**config.mk**
```make
export PLATFORM = sky130hd
export DESIGN_NAME = core8_cpu_oci_trace_collector
export DESIGN_NICKNAME = d
export VERILOG_FILES = /design/src/rtl/core8_cpu_oci_trace_collector.sv
export SDC_FILE = /design/constraint.sdc
export NUM_CORES = 1
export LEC_CHECK = 0
export ABC_AREA = 1
export CAP_MARGIN = 5
export CORE_MARGIN = 4
export CORE_UTILIZATION = 61
export DETAILED_ROUTE_END_ITERATION = 7
export MAX_ROUTING_LAYER = met4
export PLACE_DENSITY = 0.8
export SYNTH_ARGS = -nofsm -noshare
export SYNTH_HDL_FRONTEND = slang
export SYNTH_SLANG_ARGS = --single-unit
```
**constraint.sdc**
```tcl
create_clock -name clk -period 4.2 [get_ports clk]
set_input_delay 1.05 -clock clk [delete_from_list [all_inputs] [get_ports clk]]
set_output_delay 1.05 -clock clk [all_outputs]
set_load 0.005 [all_outputs]
```
**src/rtl/core8_cpu_oci_trace_collector.sv**
```systemverilog
// OCI data-trace capture FIFO (FWFT) with overflow counting and end-of-test drain tracking.
// Optional timestamp column in the word MSBs is enabled by defining CORE8_OCI_TRACE_TS_EN.
module core8_cpu_oci_trace_collector #(
    parameter int DCT_W = 30,
    parameter int CNT_W = 4,
    parameter int DEPTH = 16,
    parameter int TS_W  = 16,
`ifdef CORE8_OCI_TRACE_TS_EN
    localparam int TSB   = TS_W,
`else
    localparam int TSB   = 0 * TS_W,
`endif
    localparam int W     = TSB + CNT_W + DCT_W,
    localparam int LVL_W = $clog2(DEPTH + 1)
) (
    input  logic             clk,
    input  logic             reset_n,
    input  logic [DCT_W-1:0] dct_buffer,
    input  logic [CNT_W-1:0] dct_count,
    input  logic             dct_push,
    input  logic             test_ending,
    output logic [W-1:0]     out_data,
    output logic             out_valid,
    input  logic             out_ready,
    output logic [LVL_W-1:0] fifo_level,
    output logic [15:0]      overflow_cnt,
    output logic             test_has_ended
);

    localparam int PTR_W = $clog2(DEPTH);

    typedef enum logic [1:0] {
        RUN   = 2'd0,
        DRAIN = 2'd1,
        DONE  = 2'd2
    } state_e;

    state_e           state_q;
    logic [LVL_W-1:0] level_q;
    logic [LVL_W-1:0] level_d;
    logic [PTR_W-1:0] wr_ptr_q;
    logic [PTR_W-1:0] rd_ptr_q;
    logic [15:0]      ovf_q;
    logic             ended_q;
    logic [W-1:0]     mem_q [DEPTH];
    logic [W-1:0]     word_in;

    logic full;
    logic push_req;
    logic push;
    logic pop;
    logic drop;

`ifdef CORE8_OCI_TRACE_TS_EN
    logic [TS_W-1:0] ts_q;

    always_ff @(posedge clk or negedge reset_n) begin
        if (!reset_n) begin
            ts_q <= '0;
        end else begin
            ts_q <= ts_q + TS_W'(1);
        end
    end

    assign word_in = {ts_q, dct_count, dct_buffer};
`else
    assign word_in = {dct_count, dct_buffer};
`endif

    // Full/empty come from the occupancy count, so pointers may simply wrap.
    assign full      = (level_q == LVL_W'(DEPTH));
    assign out_valid = (level_q != '0);
    assign pop       = out_valid & out_ready;
    assign push_req  = (state_q == RUN) & dct_push & (dct_count != '0);
    assign push      = push_req & (~full | pop);
    assign drop      = push_req & full & ~pop;
    assign level_d   = level_q + LVL_W'(push) - LVL_W'(pop);

    always_ff @(posedge clk or negedge reset_n) begin
        if (!reset_n) begin
            state_q  <= RUN;
            level_q  <= '0;
            wr_ptr_q <= '0;
            rd_ptr_q <= '0;
            ovf_q    <= '0;
            ended_q  <= 1'b0;
        end else begin
            level_q <= level_d;
            if (push) begin
                wr_ptr_q <= wr_ptr_q + PTR_W'(1);
            end
            if (pop) begin
                rd_ptr_q <= rd_ptr_q + PTR_W'(1);
            end
            if (drop && (ovf_q != 16'hFFFF)) begin
                ovf_q <= ovf_q + 16'd1;
            end
            unique case (state_q)
                RUN: begin
                    if (test_ending) begin
                        state_q <= DRAIN;
                    end
                end
                DRAIN: begin
                    if (level_d == '0) begin
                        state_q <= DONE;
                        ended_q <= 1'b1;
                    end
                end
                DONE: begin
                    ended_q <= 1'b1;
                end
                default: begin
                    state_q <= RUN;
                end
            endcase
        end
    end

    always_ff @(posedge clk) begin
        if (push) begin
            mem_q[wr_ptr_q] <= word_in;
        end
    end

    // Stale storage is masked so the empty head reads as zero after reset.
    assign out_data       = out_valid ? mem_q[rd_ptr_q] : '0;
    assign fifo_level     = level_q;
    assign overflow_cnt   = ovf_q;
    assign test_has_ended = ended_q;

endmodule

```
After elaboration in Yosys (flattened, before gate mapping)
Memories as Yosys holds them, arrays and structs flattened.
Index checks and enable logic that the tools add are counted.

storage, ports and cells
  bits in registers = 32
  bits in writable memories = 544
  input port bits = 39
  output and inout port bits = 57
  logic and storage cells = 44
  memories kept = 1

memory list
  name   words  bits a word  read ports  clocked after memory_dff  write ports  RTL line  text
  mem_q  16     34           1           0                         1            45        logic [W-1:0] mem_q [DEPTH];

cells by class
  $add $sub $neg = 5
  eq/ne operators = 6
  mux-type cells = 8
  bitwise operators = 10
  reductions and logical operators = 8

operators with widths
  operator               count
  $mux 34                1
  $add 16x1->16 const B  1
  $ne 16x16->1 const B   1
  $add 4x1->4 const B    2
  $and 1x1->1            6
  $pmux 2 s3             1
  $add 5x1->5            1
  $eq 5x5->1 const B     1
  $logic_not 5->1        1
  $reduce_bool 5->1      1
  $sub 5x1->5            1
  $mux 2                 2
  $ne 2x2->1 const B     2
  $reduce_bool 4->1      1
  $mux 1                 3
  $not 1->1              3
  $reduce_and 3->1       1
  $eq 2x1->1 const B     1
  $eq 2x2->1 const B     1
  $logic_not 2->1        1
  $pmux 1 s2             1
  $reduce_and 2->1       1
  $reduce_bool 2->1      1
  $logic_and 1x1->1      1
  $or 1x1->1             1

Longest topological paths before layout
Gate-level depths: netlist (run 1).

  depth after elaboration = 9
  gate-level depth with buffers = 17
  gate-level depth less buffers = 17

Least setup slack after synthesis (run 1)
OpenSTA, ideal clock, no wires.

  kind = input to register
  start point = in dct_count[3]
  end point = mem mem_q[0][0] in the netlist's numbering (enable)
  library setup time = 0.425 ns
  arrival = 3.143 ns
  data required time = 3.775 ns
  path slack = 0.632 ns
  stages on the path = 6
  buffers on the path = 0
  cell sequence = nor2_1 -> nand2_1 -> nand3_1 -> nor2_2 -> nand2_1 -> nor2_1

on the way
  word-level cells in the longest chain between the ends = 5

ends and longest elaborated chain
  element                       RTL line  text
  start: declaration            19        input logic [CNT_W-1:0] dct_count,
  $reduce_bool 4->1             74        assign push_req = (state_q == RUN) & dct_push & (dct_count != '0);
  $and 1x1->1                   74
  $and 1x1->1                   75        assign push = push_req & (~full | pop);
  $mux 1                        121       if (push) begin
  $mux 1 (implied by the code)  122       mem_q[wr_ptr_q] <= word_in;
  end: declaration              45

Every way passes these cells.

Worst setup path in the final report (run 1)
  start point = reg rd_ptr_q[0]
  end point = out out_data[26]

on the way
  word-level cells in the longest chain between the ends = 2

ends and longest elaborated chain
  element                   RTL line  text
  start: declaration        42        logic [PTR_W-1:0] rd_ptr_q;
  start signal: assignment  93        rd_ptr_q <= rd_ptr_q + PTR_W'(1);
  $mem_v2 16x34             --
  $mux 34                   127       assign out_data = out_valid ? mem_q[rd_ptr_q] : '0;
  end: declaration          22        output logic [W-1:0] out_data,

Every way passes these cells.

==> summary.txt, run 1 <==
Outcome
  • Status: finished clean

Clocking
  • CTS tree: yes
  • CTS clk-pin slew, worst paths: 0.06 ns
  • Clk Latency, worst-skew pair: 0.60 ns
  • CTS Buf Count: 55
  • Clock Root Buffer: clkbuf_16
  • H-Tree Depth: 2
  • CTS sink count: 576
  • Hold-fix buffers at CTS: 0
  • CTS max path bufs: 3

Place
  • Input/output buffers: 95
  • Placed cell area: ~25000 um2
  • Pre-CTS WS: 0.522 ns
  • Dpl hpwl: 30100 um
  • Gp weighted congestion: 0.854

Yosys
  • Post-synthesis average cell area: roughly 12 um2
  • Post-Synth XOR/XNOR Area: less than 1%
  • Yosys cell types: 28
  • Post-Syn Instances: 2040
  • Yosys reg bits: 576
  • Largest family of logic cells by synthesized area: simple AND/OR/NAND/NOR gates
  • Top post-synthesis cells by area: edfxtp_1, nand2_1, nand3_1
  • Syn_nets: about 2100
  • Adder-Cell Fraction of Synth Area: 0.666%
  • Sequential area share after synthesis: 72.4%
  • Synth Area in Compound Gates: 1.05%
  • Post-synth top area cell: edfxtp_1
  • Yosys warns: 0
  • Synth top area share: between 60% and 70%
  • Simple-gate share of the synthesized area: 22.1%
  • Syn Std Cell Area: 23700 um2
  • Proportion of synthesized area in mux cells: 0%

GRT
  • Remaining Overflow, GRT: 0
  • Global Route Usage Sum: 28.4%
  • Global-route wire length before repair: ~89000 um
  • Vias in the first global route: 16095
  • Initial antenna violation count: 3
  • Largest net degree at the start of global routing: 82

Worst hold path
  • Worst hold path class: reg2reg
  • Start point of the worst hold path: test_has_ended$_DFFE_PN0P_
  • WHS Path Cells: 2

Timing
  • Worst Skew: about 0.019 ns
  • Hold slack: 0.496 ns
  • Final setup TNS: 0 ns
  • Min Clock Period, post-route: 4.11 ns
  • Rel. slew slack: a little under half
  • Final count of hold timing violations: 0
  • Final setup viols: 0
  • Worst-Margin Slew: 0.803 ns
  • Highest Clock Rate: ~240 MHz
  • Fin crit share: 97.8%
  • RSZ-0062 raised after global routing: true
  • Max-slew violation count: 0
  • Setup ws final: 0.0917 ns

Floorplanning
  • Die height: 205 um
  • Core Box Area: between 30000 and 40000 um2
  • Die Footprint: 42000 um2
  • Row cnt: 71
  • Num ports: 96
  • Initial Util: between 60% and 70%
  • Die Span X: 205 um

Pwr
  • Peak VDD IR: between 0.0003 and 0.0004 V
  • Overall Power: about 17 mW
  • Leakage: between 9 and 10 nW
  • PwrDens: approximately 630 nW/um2

Finish
  • Synth-to-layout area growth: 15.2%
  • Commonest non-fill, non-tap cells in the layout: nand2_1, edfxtp_1, nand3_1
  • Final #Nets: between 2000 and 2500
  • Ratio of cells with drive above 1 in the final layout: 8.45%
  • Commonest non-fill, non-tap cell in the layout: nand2_1
  • Non-Filler Cell Area, Final: 27300 um2

Detailed routing
  • Via/cell ratio: 6.00
  • Drt drc: 0
  • Drt initial violations: 1958
  • Wirelength per Cell: 21.5 um
  • Detail Route Antenna Nets: 0
  • Via count: approximately 16000
  • Drt pass-1 iters: 5
  • Drt total wl: 57900 um

Setup path
  • Crit path launch: rd_ptr_q[0]$_DFFE_PN0N_
  • CP max FO: 52
  • Worst EP required: approximately 3.2 ns
  • Startpoint types: register
  • Reg2Reg Depth: 15
  • FF-to-FF setup slack: approximately 1.3 ns
  • Setup Crit Path Kind: reg2out
  • Arrival time at the worst endpoint: 3.06 ns
  • FF-to-FF Start: fifo_level[3]$_DFF_PN0_
  • Critical Path Sink Type: output port

Flow run
  • Max cap viols: 0
==> sequential cells by signal (all words and copies together), names as in the netlist <==
register,cells
wr_ptr_q,4
state_q,2
mem_q,544
test_has_ended,1
overflow_cnt,16
fifo_level,5
rd_ptr_q,4
==> report_power, final <==
| group | internal, mW | leakage, nW | total, mW | switching [mW] |
|---|---|---|---|---|
| Clock | 2.66 | 0.839 | 4.71 | 2.06 |
| Sequential | 6.33 | 5.28 | 6.45 | 0.118 |
| Combinational | 2.26 | 3.87 | 6.03 | 3.78 |
| Total | 11.2 | 9.99 | 17.2 | 5.95 |
==> per-stage QoR <==
step	util, %	std cells
after floorplan	-	2040
after global placement	67.1	2588
after detailed placement	67.1	2588
after CTS	71.6	2688
after global routing	71.8	2692
final	71.8	2692
==> worst max-delay path, cell delays in order, from the launching register on <==
cell and delay (ns):
dfrtp_4 0.53, inv_8 0.27, buf_12 0.25, buf_12 0.20, nand2_1 0.08, nand3_1 0.10, nand3_1 0.08, nand2_1 0.06
nand2_1 0.05, a21oi_1 0.25, clkdlybuf4s50_1 0.56
==> synth_stat cells <==
master,instances
buf_6,2
nand2_1,770
buf_4,24
nor2_1,34
nor3b_2,1
edfxtp_1,544
buf_1,16
buf_2,50
nand3_2,1
nand4_1,4
o21ai_0,7
nor3_1,1
nor3b_1,1
clkinv_1,2
fa_1,1
dfrtp_1,32
nand3_1,424
clkbuf_1,25
xnor2_1,10
ha_1,11
or2_2,1
a21oi_2,10
nand2_2,3
a21oi_1,25
xor2_1,11
nor2_2,2
inv_2,5
inv_1,23
==> what timing repair did <==
action / CTS / global route
endpoints found under the hold margin: 0 / 0
endpoints found under the setup margin: 13 / 15
buffers inserted: 0 / 1
gates cloned: 0 / 0
resized for setup: 4 / 7
==> logic make-up after synthesis <==
group | after synthesis
AO/OA/AOI/OAI | 42
XOR/XNOR | 21
adder cells (fa/ha/maj) | 12
buffers and inverters | 147
flip-flops | 576
AND/OR/NAND/NOR | 1242
==> final timing paths <==
check	endpoint
max	out_data[26]
min	test_has_ended$_DFFE_PN0P_
max reg2reg	state_q[0]$_DFFE_PN0P_
min reg2reg	test_has_ended$_DFFE_PN0P_
max in group asynchronous	state_q[0]$_DFFE_PN0P_
min in group asynchronous	overflow_cnt[15]$_DFFE_PN0P_
==> layout make-up <==
type | instances | area [um2]
fill | 2447 | 10700
antenna | 3 | 7.51
sequential | 576 | 17100
timing repair buffer | 155 | 1690
clock buffer | 74 | 1520
clock inverter | 26 | 196
multi-input combinational | 1317 | 5950
tap | 511 | 639
inverter | 30 | 129
==> routing by layer <==
| layer | global-route usage [%] | up-vias | wire, um |
|---|---|---|---|
| li1 | - | 7280 | - |
| met1 | 37.1 | 7738 | 22100 |
| met2 | 45.2 | 988 | 28000 |
| met3 | 5.38 | 146 | 6050 |
| met4 | 10.2 | 0 | 1690 |
| met5 | - | - | 0 |
(Power assumes the default switching activity.)
==> inputs of run 2 (changes only) <==
--- a/config.mk
+++ b/config.mk
@@ -7,11 +7,11 @@
 export LEC_CHECK = 0
 export ABC_AREA = 1
 export CAP_MARGIN = 5
-export CORE_MARGIN = 4
 export CORE_UTILIZATION = 61
 export DETAILED_ROUTE_END_ITERATION = 7
 export MAX_ROUTING_LAYER = met4
 export PLACE_DENSITY = 0.8
+export SKIP_LAST_GASP = 1
 export SYNTH_ARGS = -nofsm -noshare
 export SYNTH_HDL_FRONTEND = slang
 export SYNTH_SLANG_ARGS = --single-unit
==> summary.txt, run 2 (synthesized netlist as in run 1, its figures left out) <==
Setup path
  • Max incr delay on CP: 0.51 ns (-0.05 ns)
  • Crit-path slowest cell: dfrtp_4
  • CP cell instances: buf_12 -> nand3_1 -> nand3_1 -> nand2_1 -> nand2_1 -> a21oi_1 -> buf_4 -> clkdlybuf4s50_1
  • Reg2Reg Depth: 15 (unchanged)
  • Setup Crit Path Kind: reg2out
  • Arrival time at the worst endpoint: 3.06 ns (about the same)
  • Critical Path Sink Type: output port
  • CP max FO: 138 (+170%)
  • Worst EP required: 3.15 ns (about the same)
  • Startpoint types: register

Outcome
  • Status: finished clean

Detailed routing
  • Via/cell ratio: 6.01 (+0.11%)
  • DR WL met3: 6020 um (-0.48%)
  • Drt initial violations: 1676 (-14%)
  • Via count: 16103 (-0.30%)
  • Top Metal Used: met4
  • Wirelength per Cell: 21.3 um (-1.1%)
  • Detail Route Antenna Nets: 0 (unchanged)
  • WL met1: 21400 um (-3.0%)
  • Drt total wl: 57000 um (-1.5%)
  • Met2 Routed Length: 27700 um (-1.3%)
  • Drt pass-1 iters: 5 (unchanged)
  • Drt drc: 0 (unchanged)

Clocking
  • CTS max path bufs: 3 (unchanged)
  • H-Tree Depth: 2 (unchanged)
  • CTS tree: yes
  • CTS Buf Count: 54 (-1.8%)
  • CTS clk-pin slew, worst paths: 0.06 ns (about the same)
  • Clock Root Buffer: clkbuf_16
  • Clk Latency, worst-skew pair: 0.58 ns (-0.02 ns)
  • Hold-fix buffers at CTS: 0 (unchanged)
  • CTS sink count: 576 (unchanged)

Floorplanning
  • Initial Util: 62.4% (+0.15 points)
  • Die Span X: 199 um (-2.9%)
  • Die height: 199 um (-2.9%)
  • Core Box Area: 37900 um2 (-0.23%)
  • Row cnt: 71 (unchanged)
  • Die Footprint: 39600 um2 (-5.8%)
  • Num ports: 96 (unchanged)

Timing
  • RSZ-0062 raised after global routing: false
  • Highest Clock Rate: 243 MHz (about the same)
  • Final setup viols: 0 (unchanged)
  • Setup ws final: 0.0912 ns (-0.000495 ns)
  • Final setup TNS: 0 ns (unchanged)
  • Fin crit share: 97.8% (about the same)
  • Worst Skew: 0.0160 ns (-0.00290 ns)
  • Rel. slew slack: 32.7% (-14 points)
  • Worst-Margin Slew: 1.01 ns (+0.203 ns)
  • Min Clock Period, post-route: 4.11 ns (+0.000495 ns)
  • Final count of hold timing violations: 0 (unchanged)
  • Max-slew violation count: 0 (unchanged)

Finish
  • Final #Nets: 2177 (-0.41%)
  • Commonest non-fill, non-tap cell in the layout: nand2_1
  • Sequential cell area: 17100 um2 (unchanged)
  • # fillers: 2424 (-0.94%)
  • Synth-to-layout area growth: 14.7%
  • Largest Register: mem_q
  • Commonest non-fill, non-tap cells in the layout: nand2_1, edfxtp_1, nand3_1
  • Number of flip-flops in the largest register: 544 (unchanged)
  • Non-Filler Cell Area, Final: 27200 um2 (-0.47%)
  • Diode count: 0 (-3)
  • Multi-input logic area: 5950 um2 (about the same)
  • Final std cells w/o fill: 2681 (-0.41%)
  • Ratio of cells with drive above 1 in the final layout: 8.06% (-0.38 points)

Flow run
  • Max cap viols: 0 (unchanged)

Place
  • Placed cell area: 25500 um2 (-0.16%)
  • Input/output buffers: 95 (unchanged)
  • # placed instances: 2581 (-0.27%)
  • Pre-CTS WS: 0.449 ns (-0.0726 ns)
  • Dpl hpwl: 29000 um (-3.8%)
  • Gp weighted congestion: 0.816 (-4.4%)

Worst hold path
  • WHS Path Cells: 2 (unchanged)
  • Worst hold path class: reg2reg

GRT
  • Global-route wire length before repair: 87000 um (-2.3%)
  • Remaining Overflow, GRT: 0 (unchanged)
  • Initial antenna violation count: 0 (-3)
  • Largest net degree at the start of global routing: 139 (+70%)
  • Vias in the first global route: 15574 (-3.2%)
  • Global Route Usage Sum: 30.3% (+1.9 points)

Pwr
  • Net Switching: 5.88 mW (-1.2%)
  • Sw Ratio: 34.5% (-0.11 points)
  • Peak VDD IR: 0.000541 V (+36%)
  • Clock Power Share: 27.3% (about the same)
  • Comb pwr share: 34.9% (-0.2 points)
  • PwrDens: 628 nW/um2 (-0.40%)
  • Seq pwr share: 37.8% (+0.3 points)
  • Leakage: 9.93 nW (-0.59%)
  • Cell Int Power: 11.2 mW (-0.71%)
[run 2: changes by cell type in the layout (fill, tap and decap cells not counted), moves of 4 or more]
cell | before | now
clkinv_2 | 10 | 16
clkbuf_1 | 13 | 9
clkinv_1 | 11 | 15
buf_4 | 35 | 30
clkbuf_8 | 5 | 0
[run 2: area by class of cell]
class,count,area share (%)
repair buffers,147,5.92
flip-flops and latches,576,63.1
inverters,30,0.461
multi-input cells,1317,21.9
well taps,511,2.35
clock buffers,64,5.19
clock inverters,36,1.01
[run 2: timing repair]
action,in CTS,in global routing
endpoints found under the setup margin,0,4
resized for setup,0,3
buffers inserted,0,0
[run 2: power by group through the flow]
stage,logic (mW),registers (mW),clock network [mW]
finish,5.94,6.45,4.66
global route,6.53,6.45,4.91
CTS,5.90,6.44,4.68
detailed placement,5.82,6.56,0
global placement,5.67,6.56,0
floorplan,3.78,6.48,0
[run 2: critical path: cells and delay by family, from the launching register on]
family / cells / cell delay [ns]
flops: 1 / 0.51
simple gates: 4 / 0.49
compound gates: 1 / 0.30
buf+inv: 3 / 0.94
[run 2: final timing paths]
path | start | endpoint | slack (ns)
min in group asynchronous | reset_n | overflow_cnt[15]$_DFFE_PN0P_ | 1.04
setup / recovery | rd_ptr_q[1]$_DFFE_PN0N_ | out_data[9] | 0.09
setup reg to reg | fifo_level[3]$_DFF_PN0_ | state_q[0]$_DFFE_PN0P_ | 1.20
hold reg to reg | test_has_ended$_DFFE_PN0P_ | test_has_ended$_DFFE_PN0P_ | 0.50
max in group asynchronous | reset_n | rd_ptr_q[0]$_DFFE_PN0N_ | 2.44
hold / removal | test_has_ended$_DFFE_PN0P_ | test_has_ended$_DFFE_PN0P_ | 0.50
[run 2: metrics by stage]
step                utilization [%]  total power, mW  hold slack (ns)
detailed placement             67.1             12.4            0.481
finish                         71.6             17.1            0.502
floorplan                         -             10.3            0.474
global placement               67.1             12.2            0.471
CTS                            71.6             17.0            0.504
global route                   71.6             17.9            0.546
[run 2: metal layers]
layer  global-route usage (%)  up-vias
met5                        -        -
met4                     11.0        0
met3                     4.61      160
met2                     48.2     1016
met1                     39.9     7670
li1                         -     7257
==> inputs of run 3 (changes only) <==
--- a/config.mk
+++ b/config.mk
@@ -7,10 +7,9 @@
 export LEC_CHECK = 0
 export ABC_AREA = 1
 export CAP_MARGIN = 5
-export CORE_UTILIZATION = 61
+export CORE_UTILIZATION = 35
 export DETAILED_ROUTE_END_ITERATION = 7
 export MAX_ROUTING_LAYER = met4
-export PLACE_DENSITY = 0.8
 export SKIP_LAST_GASP = 1
 export SYNTH_ARGS = -nofsm -noshare
 export SYNTH_HDL_FRONTEND = slang
==> summary.txt, run 3 (synthesized netlist as in run 1, its figures left out) <==
Clocking
  • Clk Latency, worst-skew pair: 0.64 ns (+0.06 ns)
  • CTS Buf Count: 58 (+7.4%)
  • CTS max path bufs: 3 (unchanged)
  • H-Tree Depth: 2 (unchanged)
  • Clock Root Buffer: clkbuf_16
  • CTS clk-pin slew, worst paths: 0.06 ns (about the same)
  • CTS tree: yes
  • CTS sink count: 576 (unchanged)

Place
  • Dpl hpwl: 33400 um (+15%)
  • Input/output buffers: 95 (unchanged)
  • Gp weighted congestion: 0.854 (+4.7%)
  • # placed instances: 2959 (+15%)
  • Pre-CTS WS: 0.598 ns (+0.148 ns)
  • Placed cell area: 26000 um2 (+2.3%)

Pwr
  • Leakage: 10.1 nW (+1.7%)
  • Peak VDD IR: 0.000343 V (-37%)
  • PwrDens: 627 nW/um2 (about the same)
  • Overall Power: 17.5 mW (+2.7%)

Floorplanning
  • Row cnt: 95 (+34%)
  • Num ports: 96 (unchanged)
  • Initial Util: 35.3% (-27 points)
  • Die Span X: 262 um (+32%)
  • Core Box Area: 67000 um2 (+77%)
  • Die height: 262 um (+32%)
  • Die Footprint: 68700 um2 (+73%)

Detailed routing
  • Drt initial violations: 1320 (-21%)
  • Detail Route Antenna Nets: 0 (unchanged)
  • Drt drc: 0 (unchanged)
  • Drt pass-1 iters: 5 (unchanged)
  • Via count: 15540 (-3.5%)
  • Drt total wl: 61400 um (+7.7%)
  • Wirelength per Cell: 20.0 um (-5.8%)
  • Via/cell ratio: 5.07 (-16%)

GRT
  • Global-route wire length before repair: 93100 um (+7.1%)
  • Remaining Overflow, GRT: 0 (unchanged)
  • Initial antenna violation count: 1 (+1)
  • Global Route Usage Sum: 18.5% (-12 points)
  • Largest net degree at the start of global routing: 95 (-32%)
  • Vias in the first global route: 15026 (-3.5%)

Finish
  • Final #Nets: 2198 (+0.96%)
  • Non-Filler Cell Area, Final: 27900 um2 (+2.8%)
  • Multi-input logic area: 5950 um2 (about the same)
  • Final std cells w/o fill: 3065 (+14%)
  • Commonest non-fill, non-tap cells in the layout: nand2_1, edfxtp_1, nand3_1
  • Ratio of cells with drive above 1 in the final layout: 8.58% (+0.52 points)
  • Synth-to-layout area growth: 17.9%
  • Commonest non-fill, non-tap cell in the layout: nand2_1
  • Largest Register: mem_q
  • End-of-flow core utilization: 41.6% (-30 points)
  • Sequential cell area: 17100 um2 (unchanged)
  • # fillers: 6207 (+160%)
  • Number of flip-flops in the largest register: 544 (unchanged)

Setup path
  • Cell mode on critical path: nand2_1
  • Setup Crit Path Kind: reg2out
  • Arrival time at the worst endpoint: 3.05 ns (about the same)
  • CP max FO: 23 (-83%)
  • Startpoint types: register
  • Critical Path Sink Type: output port
  • Max incr delay on CP: 0.79 ns (+0.28 ns)
  • Buffers plus inverters on the worst setup path: 2 (-1)
  • Crit-path slowest cell: dfrtp_2
  • CP cell instances: buf_4 -> nand3_1 -> nand2_1 -> nand2_1 -> a21oi_1 -> clkdlybuf4s50_1
  • Worst EP required: 3.15 ns (about the same)
  • Cell family with most CP delay: buffers and inverters

Timing
  • Rel. slew slack: 39.8% (+7.1 points)
  • Max-slew violation count: 0 (unchanged)
  • Final setup TNS: 0 ns (unchanged)
  • Final count of hold timing violations: 0 (unchanged)
  • Setup ws final: 0.103 ns (+0.0117 ns)
  • RSZ-0062 raised after global routing: true
  • Hold slack: 0.498 ns (-0.00437 ns)
  • Worst-Margin Slew: 0.901 ns (-0.106 ns)
  • Fin crit share: 97.6% (-0.28 points)
  • Worst Skew: 0.0332 ns (+0.0171 ns)
  • Highest Clock Rate: 244 MHz (+0.29%)
  • Final setup viols: 0 (unchanged)
  • Min Clock Period, post-route: 4.10 ns (-0.0117 ns)

Outcome
  • Status: finished clean

Worst hold path
  • Worst hold path class: reg2reg

Flow run
  • Max cap viols: 0 (unchanged)
-- run 3: routing by layer --
| layer | GRT usage (%) | vias up | part of all wire (%) |
|---|---|---|---|
| met5 | - | - | 0 |
| met4 | 4.78 | 0 | 1.9 |
| met3 | 2.76 | 75 | 5.5 |
| met2 | 29.8 | 443 | 49 |
| met1 | 24.5 | 7722 | 44 |
| li1 | - | 7300 | - |
-- run 3: path summary, 6_finish.rpt --
| path | startpoint | endpoint | slack [ns] | depth (start not counted) |
|---|---|---|---|---|
| setup reg to reg | fifo_level[3]$_DFF_PN0_ | state_q[0]$_DFFE_PN0P_ | 1.23 | 15 |
| max in group asynchronous | reset_n | overflow_cnt[0]$_DFFE_PN0P_ | 2.57 | 2 |
| setup / recovery | rd_ptr_q[2]$_DFFE_PN0N_ | out_data[32] | 0.10 | 6 |
| hold / removal | test_has_ended$_DFFE_PN0P_ | test_has_ended$_DFFE_PN0P_ | 0.50 | 2 |
| min in group asynchronous | reset_n | overflow_cnt[7]$_DFFE_PN0P_ | 0.94 | 1 |
| hold reg to reg | test_has_ended$_DFFE_PN0P_ | test_has_ended$_DFFE_PN0P_ | 0.50 | 2 |
-- run 3: layout make-up --
class                      count  share of cell area (%)
sequential                   576                    61.4
multi-input combinational   1317                    21.3
inverter                      30                   0.515
clock buffer                  73                    5.40
antenna                        1                 0.00896
tap                          873                    3.91
timing repair buffer         164                    6.36
clock inverter                31                    1.08
-- run 3: where the power goes --
| part | switching, mW | leakage [nW] | internal [mW] | total (mW) |
|---|---|---|---|---|
| clock | 2.14 | 0.884 | 2.84 | 4.99 |
| combinational | 3.70 | 3.94 | 2.28 | 5.98 |
| sequential | 0.221 | 5.28 | 6.33 | 6.56 |
| total | 6.06 | 10.1 | 11.5 | 17.5 |
-- run 3: worst reg2reg max path: stages, from the launching register on --
cell and delay, ns:
dfrtp_1 0.40, inv_1 0.12, ha_1 0.14, nor3b_2 0.17, nand2_1 0.14, nand2_1 0.17
inv_1 0.13, nand2_1 0.15, nand2_1 0.08, ha_1 0.22, fa_1 0.48, or2_2 0.31
nor2_1 0.14, nand3_1 0.09, nand2_1 0.07, nand2_1 0.05
-- run 3: timing repair --
action,4_1_cts,5_1_grt
resized for setup,1,7
setup buffers,1,0
endpoints found under the setup margin,15,13
hold buffers,0,0
